File: config.mk
export PLATFORM = sky130hd
export DESIGN_NAME = vga_sync
export DESIGN_NICKNAME = d
export VERILOG_FILES = /design/src/rtl/vga_sync.sv
export SDC_FILE = /design/constraint.sdc
export NUM_CORES = 1
export LEC_CHECK = 0
export CAP_MARGIN = 20
export CORE_MARGIN = 4
export CORE_UTILIZATION = 40
export CTS_CLUSTER_DIAMETER = 30
export DETAILED_ROUTE_END_ITERATION = 10
export SLEW_MARGIN = 5
export SYNTH_ARGS = -nofsm -noshare
export SYNTH_HDL_FRONTEND = slang
export SYNTH_SLANG_ARGS = --single-unit
File: constraint.sdc
create_clock -name clk -period 2.8 [get_ports clk]
set_input_delay 0.56 -clock clk [delete_from_list [all_inputs] [get_ports clk]]
set_output_delay 0.56 -clock clk [all_outputs]
set_load 0.01 [all_outputs]
File: src/rtl/vga_sync.sv
// VGA timing generator: pixel tick, h/v counters, registered syncs.
// Optional frame_tick output enabled by defining VGA_FRAME_TICK_EN.
module vga_sync #(
  parameter int H_DISPLAY = 640,
  parameter int H_FRONT   = 16,
  parameter int H_SYNC    = 96,
  parameter int H_BACK    = 48,
  parameter int V_DISPLAY = 480,
  parameter int V_FRONT   = 10,
  parameter int V_SYNC    = 2,
  parameter int V_BACK    = 33
) (
  input  logic       clk,
  input  logic       reset,
  output logic       hsync,
  output logic       vsync,
  output logic       video_on,
  output logic       p_tick,
  output logic [9:0] pixel_x,
  output logic [9:0] pixel_y
`ifdef VGA_FRAME_TICK_EN
  ,
  output logic       frame_tick
`endif
);

  localparam int H_TOTAL = H_DISPLAY + H_FRONT + H_SYNC + H_BACK;
  localparam int V_TOTAL = V_DISPLAY + V_FRONT + V_SYNC + V_BACK;

  localparam logic [9:0] H_MAX    = 10'(H_TOTAL - 1);
  localparam logic [9:0] V_MAX    = 10'(V_TOTAL - 1);
  localparam logic [9:0] H_VIS    = 10'(H_DISPLAY);
  localparam logic [9:0] V_VIS    = 10'(V_DISPLAY);
  localparam logic [9:0] HS_START = 10'(H_DISPLAY + H_FRONT);
  localparam logic [9:0] HS_END   = 10'(H_DISPLAY + H_FRONT + H_SYNC - 1);
  localparam logic [9:0] VS_START = 10'(V_DISPLAY + V_FRONT);
  localparam logic [9:0] VS_END   = 10'(V_DISPLAY + V_FRONT + V_SYNC - 1);

  logic       tick_q;
  logic [9:0] h_count;
  logic [9:0] v_count;
  logic [9:0] h_next;
  logic [9:0] v_next;
  logic       h_end;
  logic       v_end;
  logic       hsync_q;
  logic       vsync_q;

  // Pixel tick: toggles every clk, so it is high on alternate clks.
  always_ff @(posedge clk or posedge reset) begin
    if (reset) tick_q <= 1'b0;
    else       tick_q <= ~tick_q;
  end

  // Next counter values; they only move on a pixel tick.
  always_comb begin
    h_end  = (h_count == H_MAX);
    v_end  = (v_count == V_MAX);
    h_next = h_count;
    v_next = v_count;
    if (tick_q) begin
      if (h_end) begin
        h_next = '0;
        v_next = v_end ? '0 : v_count + 10'd1;
      end else begin
        h_next = h_count + 10'd1;
      end
    end
  end

  // Counters and syncs; syncs decode the next counters to stay aligned.
  always_ff @(posedge clk or posedge reset) begin
    if (reset) begin
      h_count <= '0;
      v_count <= '0;
      hsync_q <= 1'b1;
      vsync_q <= 1'b1;
    end else begin
      h_count <= h_next;
      v_count <= v_next;
      hsync_q <= ~((h_next >= HS_START) && (h_next <= HS_END));
      vsync_q <= ~((v_next >= VS_START) && (v_next <= VS_END));
    end
  end

`ifdef VGA_FRAME_TICK_EN
  // One-clk pulse while the frame restarts at pixel (0,0).
  always_ff @(posedge clk or posedge reset) begin
    if (reset) frame_tick <= 1'b0;
    else       frame_tick <= tick_q & h_end & v_end;
  end
`endif

  assign p_tick   = tick_q;
  assign pixel_x  = h_count;
  assign pixel_y  = v_count;
  assign hsync    = hsync_q;
  assign vsync    = vsync_q;
  assign video_on = (h_count < H_VIS) && (v_count < V_VIS);

endmodule

Word level (Yosys, flattened, before mapping). Index checks and enable logic that the tools add are counted.

Bits in registers: 23. Output and inout port bits: 24. Word-level logic and storage cells: 26.

Add/sub/neg operators: 2. Magnitude comparators: 6. Eq/ne operators: 2. Mux-type cells: 5. Bitwise gates (word level): 3. Reduce and logical (&&, ||, !) cells: 3.

Operators with widths (number): $mux W10 (5); $add A10 B1 Y10 const B (2); $eq A10 B10 Y1 const B (2); $ge A10 B10 Y1 const B (1); $ge A10 B9 Y1 const B (1); $le A10 B10 Y1 const B (1); $le A10 B9 Y1 const B (1); $lt A10 B10 Y1 const B (1); $lt A10 B9 Y1 const B (1); $logic_and A1 B1 Y1 (3); $not A1 Y1 (3).

Longest topological paths before layout. Gate-level depths: netlist of run 1.

Depth in word-level cells: 7. Gate-level depth with buffers: 8. Mapped depth without buffers: 7.

Worst setup path after synthesis of run 1. Ideal clock, no wire load.

Path kind: register to register. Start: register h_count[0] (netlist: pixel_x[0]). End: register vsync_q (netlist: vsync). Setup time: 91 ps. Arrival time: 1953 ps. Path slack: 756 ps. Stages on the path, launching flop included: 9. Buffers on the path: 2. Clock period less this slack: 2044 ps. Cells stage by stage: dfrtp_1 ha_1 and4_1 buf_6 nand4_4 buf_6 or4_1 a32oi_1 nand4_1.

Word-level cells in the longest chain between the ends: 6. Elaborated cells between the ends (all ways): 7.

RTL lines: start, declared (RTL line 40) `logic [9:0] h_count;`; start signal, assigned (RTL line 79) `h_count <= h_next;`; $eq A10 B10 Y1 (*) (RTL line 57) `h_end = (h_count == H_MAX);`; $mux W10 (*) (RTL line 62) `if (h_end) begin`; $mux W10 (*) (RTL line 61) `if (tick_q) begin`; $ge A10 B9 Y1 / $le A10 B9 Y1 (equally long branches) (RTL line 82) `vsync_q <= ~((v_next >= VS_START) && (v_next <= VS_END));`; $logic_and A1 B1 Y1 (*) (RTL line 82); $not A1 Y1 (*) (RTL line 82); end signal, assigned (RTL line 82); end, declared (RTL line 47) `logic vsync_q;`.

Every way passes the cells marked *; elsewhere a longest branch is shown, timed or not.

Worst setup path after layout of run 1.
Start: register v_count[5] (netlist: pixel_y[5]). End: output video_on.

Word-level cells in the longest chain between the ends: 2.

RTL lines: start, declared (RTL line 41) `logic [9:0] v_count;`; start signal, assigned (RTL line 80) `v_count <= v_next;`; $lt A10 B9 Y1 (RTL line 99) `assign video_on = (h_count < H_VIS) && (v_count < V_VIS);`; $logic_and A1 B1 Y1 (RTL line 99); end, declared (RTL line 17) `output logic video_on,`.

Every way passes these cells.

==> results of run 1 <==
state kept, by name, summed over array words and instances (netlist names):
signal	flops
p_tick	1
vsync	1
pixel_x	10
pixel_y	10
hsync	1
worst reg2reg max path, delay by kind of cell (launching register included):
kind / cells / cell delay (ps)
flops: 1 / 450
fa+ha+maj: 1 / 240
simple gates: 4 / 1270
compound gates: 1 / 180
cell usage after synthesis:
library cell  number
xnor2_1            7
a22o_1             1
inv_2              1
nand3_1            7
dfstp_2            2
nand2b_1           2
and3_1             4
a211o_1            2
o21ai_1            4
a41oi_1            1
nor3_1             3
o31ai_1            3
nor4_1             2
o21a_1             1
nand4_1           10
dfrtp_1           21
o2bb2ai_1          1
or3b_1             1
inv_1             11
clkbuf_1           3
a211oi_1           1
buf_4              2
and4bb_2           1
nand4_4            1
or4_1              3
ha_1               3
xor2_1             4
and2_1             1
nor3b_1            1
o22ai_1            1
nand4b_1           1
nand4bb_1          1
and4_1             3
a21oi_1            1
nor4b_1            1
mux2i_1            1
nand2_1           10
nor2_1             5
a32oi_1            1
nor2b_1            1
buf_6              2
o21ai_0            4
logic make-up (layout without fill, tap and decap cells):
group	Yosys count	after routing	synth area share (%)
buf+inv	19	44	7.13
xor+xnor	11	11	7.32
mux	1	1	0.760
fa+ha+maj	3	3	2.85
flops	23	23	43.9
simple gates	58	58	27.3
compound gates	21	21	10.7
worst paths after layout:
check	end	slack (ps)
worst max-delay path	video_on	500
worst min-delay path	pixel_y[8]$_DFF_PP0_	560
worst max register to register	vsync$_DFF_PP1_	590
worst min register to register	pixel_y[8]$_DFF_PP0_	560
max in group asynchronous	hsync$_DFF_PP1_	1940
min in group asynchronous	pixel_y[8]$_DFF_PP0_	580
area by class of cell:
class	count	area (um2)	share of cell area, %
clock buffer	4	26.3	1.62
inverter	12	45.0	2.78
multi-input combinational	94	644	39.7
sequential	23	578	35.6
tap	44	55.1	3.40
timing repair buffer	28	273	16.8
cell usage in the layout (no fill, tap or decap), types with 2 or more instances in the layout:
| cell type | count |
|---|---|
| o21ai_0 | 4 |
| nand3_1 | 7 |
| and4_1 | 3 |
| nand4_1 | 10 |
| ha_1 | 3 |
| nor4_1 | 2 |
| xnor2_1 | 7 |
| o31ai_1 | 3 |
| clkbuf_4 | 3 |
| dfstp_2 | 2 |
| and3_1 | 4 |
| nor2_1 | 5 |
| nand2_1 | 10 |
| nand2b_1 | 2 |
| nor3_1 | 3 |
| buf_4 | 3 |
| dfrtp_1 | 21 |
| xor2_1 | 4 |
| a211o_1 | 2 |
| inv_1 | 11 |
| clkdlybuf4s50_1 | 25 |
| o21ai_1 | 4 |
| or4_1 | 3 |
metal layers:
layer | global-route usage [%] | vias up | wire [um]
met2 | 23.8 | 21 | 1270
met1 | 22.4 | 510 | 1480
li1 | - | 547 | -
met5 | 0 | - | 0
met3 | 3.76 | 2 | 114
met4 | 2.33 | 0 | 15
power breakdown:
group          leakage (uW)  total, uW  switching, uW  internal [uW]
clock network     0.0000150        149           93.2           55.5
logic              0.000318       8.77           6.54           2.24
registers          0.000300        332              0            332
total              0.000633        490           99.7            390
per-stage QoR:
stage               hold WS (ps)  std cells  setup WS (ps)
CTS                          562        205            479
global placement             531        201            724
global route                 578        205            393
floorplan                    548        136            756
detailed placement           541        201            621
finish                       560        205            501
==> results.py, run 1 <==
metrics = {
    "outcome": {
        "outcome": "finished, final reports clean",
    },
    "grt": {
        "grt_overflow": 0,
        "grt_pass1_wl_um": 5200,
        "grt_util_all_layers_pct": 15.4,
        "grt_max_degree": 24,
        "antenna_found_initial": 0,
        "first_global_vias": 1064,
    },
    "logic_synthesis": {
        "yosys-top-cells-area": "dfrtp_1 (40%), nand4_1 (4.8%), xnor2_1 (4.7%)",
        "syn_nets": 141,
        "syn_avg_cell_area_um2": 9.68,
        "yosysSeqAreaShare_pct": 43.9,
        "synth.distinct_cells": 42,
        "syn_inst": 136,
        "yosysTopAreaCell": "dfrtp_1",
        "yosys.area.top_type_share_pct": 39.9,
        "yosysWarnings": 0,
        "syn_area_mm2": 0.00132,
        "synth-seq-cells": 23,
    },
    "floorplanning": {
        "die_h_um": 65.4,
        "fp.coreArea_mm2": 0.00310,
        "start_util_pct": 42.4,
        "floorplan.die_area_mm2": 0.00427,
        "boundaryPins": 26,
        "chipWidth_um": 65.4,
        "rows": 20,
    },
    "placement": {
        "post_dp_cell_area_mm2": 0.00160,
        "gp_congestion": 0.859,
        "hpwlAfterDp_um": 2200,
        "port_buffers": 25,
    },
    "critical_path": {
        "path_max_fanout": 10,
        "cp-end-kind": "primary output",
        "arrival_ps": 1740,
        "r2r-start": "pixel_x[0]$_DFF_PP0_",
        "cpPeakStageDelay_ps": 560,
        "critPathKind": "reg -> out",
        "start_kind": "register",
        "crit_required_ps": 2240,
        "path_delay_family": "buffers and inverters",
        "cp_cell_sequence": "and4_1, nor3_1, clkdlybuf4s50_1",
        "slowest_stage": "clkdlybuf4s50_1",
        "cp_num_buf_inv": 1,
        "worstSetupStartpoint": "pixel_y[5]$_DFF_PP0_",
        "reg2reg_depth": 6,
        "path_depth": 3,
    },
    "detailed_routing": {
        "viasPerCell": 5.27,
        "wl_per_cell_um": 14.0,
        "drc": 0,
        "ant_nets": 0,
        "via_count": 1080,
        "drt_first_pass_iters": 4,
        "totalWireLength_um": 2880,
        "drtIter0Drc": 52,
    },
    "pwr": {
        "peakVddDrop_uv": 284,
        "power.density_mw_per_mm2": 302,
        "p_total_uw": 490,
        "leakagePower_uw": 0.000633,
    },
    "clock_tree": {
        "post-cts-setup-buffers": 0,
        "tritoncts.num_buffers": 3,
        "cts_tree": "done",
        "cts_resized": 0,
        "clk_path_buf_depth": 2,
        "clkTransAtPathRegs_ps": 120,
        "cts_hold_buf": 0,
        "clock_latency_ps": 300,
        "cts.sinks": 23,
        "htreeDepth": 1,
        "clk_root_buffer_cell": "clkbuf_4",
    },
    "timing": {
        "maxSlewHeadroom_pct": 69.1,
        "setup_violations": 0,
        "max_freq_mhz": 435,
        "clock_skew_ps": 1.79,
        "tightest_slew_ps": 460,
        "slew_viol_final": 0,
        "setup_tns_ps": 0,
        "final.min_clock_period_ps": 2300,
        "final_hold_viol_count": 0,
        "rsz0062_at_grt": "false",
        "period_share_pct": 82.1,
    },
    "finish": {
        "finalCoreUtilization_pct": 52.3,
        "syn2layout_area_growth_pct": 23.2,
        "design_area_mm2": 0.00162,
        "layout.nets": 167,
        "antenna_cells": 0,
        "drive_gt1_share_pct": 6.83,
        "fill_cells": 315,
    },
    "hold_path": {
        "hp-class": "reg -> reg",
        "hp-start": "pixel_y[8]$_DFF_PP0_",
        "whs_path_depth": 1,
    },
    "job": {
        "maxCapViolCount": 0,
    },
}
No activity file was read; power rests on OpenSTA's default activity.
==> run 2: changes to the inputs <==
--- a/config.mk
+++ b/config.mk
@@ -10,6 +10,7 @@
 export CORE_UTILIZATION = 40
 export CTS_CLUSTER_DIAMETER = 30
 export DETAILED_ROUTE_END_ITERATION = 10
+export PLACE_DENSITY = 0.67
 export SLEW_MARGIN = 5
 export SYNTH_ARGS = -nofsm -noshare
 export SYNTH_HDL_FRONTEND = slang
==> constraint.sdc (replaced) <==
create_clock -name clk -period 1.9 [get_ports clk]
set_input_delay 0.38 -clock clk [delete_from_list [all_inputs] [get_ports clk]]
set_output_delay 0.38 -clock clk [all_outputs]
set_load 0.01 [all_outputs]
==> results.py, run 2 (synthesis results as in run 1) <==
metrics = {
    "timing": {
        "maxSlewHeadroom_pct": 74.4,
        "setup_tns_ps": 0,
        "final.min_clock_period_ps": 1880,
        "slew_viol_final": 0,
        "max_freq_mhz": 533,
        "setup_violations": 0,
        "clock_skew_ps": 3.43,
        "period_share_pct": 98.8,
        "final_hold_viol_count": 0,
        "rsz0062_at_grt": "true",
        "fin_ws_ps": 22.4,
        "tightest_slew_ps": 381,
    },
    "clock_tree": {
        "tritoncts.num_buffers": 3,
        "cts.sinks": 23,
        "clkTransAtPathRegs_ps": 130,
        "clock_latency_ps": 310,
        "htreeDepth": 1,
        "cts_tree": "done",
        "cts_hold_buf": 0,
        "clk_path_buf_depth": 2,
        "clk_root_buffer_cell": "clkbuf_4",
    },
    "detailed_routing": {
        "viasPerCell": 5.36,
        "totalWireLength_um": 3290,
        "wl_per_cell_um": 14.7,
        "drtIter0Drc": 47,
        "ant_nets": 0,
        "drc": 0,
        "via_count": 1196,
        "drt_first_pass_iters": 4,
    },
    "critical_path": {
        "arrival_ps": 2120,
        "critPathKind": "reg -> reg",
        "start_kind": "register",
        "cp-end-kind": "register",
        "slowest_stage": "or4_4",
        "cp_cell_sequence": "and4bb_4, nand4_4, or4_4, a32oi_2, nand4_1",
        "path_max_fanout": 4,
        "crit_required_ps": 2140,
        "cpPeakStageDelay_ps": 530,
    },
    "finish": {
        "drive_gt1_share_pct": 22.9,
        "syn2layout_area_growth_pct": 37.4,
        "finalCoreUtilization_pct": 58.3,
        "fill_cells": 304,
        "final_common_cell": "clkdlybuf4s50_1",
        "mostFrequentLayoutCells": "clkdlybuf4s50_1 (24), buf_4 (21), dfrtp_1 (18), inv_1 (11)",
        "layout.nets": 185,
        "multi_input_area_um2": 697,
        "fin_cells": 223,
        "antenna_cells": 0,
        "register_area_um2": 582,
    },
    "grt": {
        "grt_max_degree": 24,
        "grt_pass1_wl_um": 5750,
        "first_global_vias": 1225,
        "grt_overflow": 0,
        "grt_util_all_layers_pct": 17.2,
        "antenna_found_initial": 0,
    },
    "pwr": {
        "power.density_mw_per_mm2": 406,
        "leakagePower_uw": 0.000729,
        "clock_power_share_pct": 31.5,
        "internal_power_uw": 575,
        "pwr-share-comb_pct": 1.8,
        "peakVddDrop_uv": 296,
        "netSwitchingFraction_pct": 21.7,
        "power.switching_uw": 159,
        "seqPwrFrac_pct": 66.7,
    },
    "floorplanning": {
        "floorplan.die_area_mm2": 0.00427,
        "die_h_um": 65.4,
        "start_util_pct": 42.4,
        "rows": 20,
        "boundaryPins": 26,
        "chipWidth_um": 65.4,
        "fp.coreArea_mm2": 0.00310,
    },
    "placement": {
        "gp_congestion": 0.898,
        "post-place-ws_ps": -32.9,
        "dpl.cell_count": 214,
        "port_buffers": 25,
        "hpwlAfterDp_um": 2430,
    },
    "job": {
        "maxCapViolCount": 0,
    },
    "outcome": {
        "outcome": "finished, final reports clean",
    },
    "hold_path": {
        "hp-class": "in -> async",
    },
}
run 2: final cells by class:
type / instances / area share [%]
tap: 44 / 3.04
inverter: 12 / 2.49
timing repair buffer: 46 / 22.3
multi-input combinational: 94 / 38.5
sequential: 23 / 32.2
clock buffer: 4 / 1.45
run 2: critical path, delay by kind of cell (launching register included):
kind,cells,cell delay (ps)
AND/OR/NAND/NOR,4,1140
AO/OA/AOI/OAI,1,240
flip-flops,1,430
run 2: metrics by stage:
stage          hold slack (ps)  power, uW  cell area, um2
3_5_place_dp               546        513            1700
4_1_cts                    395        746            1730
6_report                   393        734            1810
2_1_floorplan              380        506            1320
3_3_place_gp               522        512            1700
5_1_grt                    430        768            1810
run 2: worst paths after layout:
check / from / slack (ps) / to / depth (start not counted)
max: pixel_x[6]$_DFF_PP0_ / 20 / vsync$_DFF_PP1_ / 5
min: reset / 390 / pixel_y[8]$_DFF_PP0_ / 3
max reg2reg: pixel_x[6]$_DFF_PP0_ / 20 / vsync$_DFF_PP1_ / 5
min reg2reg: pixel_y[8]$_DFF_PP0_ / 570 / pixel_y[8]$_DFF_PP0_ / 1
max in group asynchronous: reset / 1230 / hsync$_DFF_PP1_ / 3
min in group clk: pixel_y[8]$_DFF_PP0_ / 570 / pixel_y[8]$_DFF_PP0_ / 1
run 2: power by group through the flow:
stage          logic (uW)  clock network [uW]  registers, uW
2_1_floorplan        7.26                   0            499
3_3_place_gp         13.5                   0            499
3_5_place_dp         14.0                   0            499
4_1_cts              14.0                 243            490
5_1_grt              15.8                 262            490
6_report             12.9                 232            490
run 2: timing repair:
| item | 4_1_cts | 5_1_grt |
|---|---|---|
| setup endpoints to repair | 2 | 7 |
| resized for setup | 5 | 10 |
| pin swaps | 1 | 4 |
| buffers inserted | 0 | 5 |
run 2: layer usage:
layer	GRT usage, %	share of wire [%]	routed length, um
met1	23.4	47	1540
met2	27.2	48	1570
met3	2.22	2.8	93
met4	7.51	2.3	76
met5	0	0	0
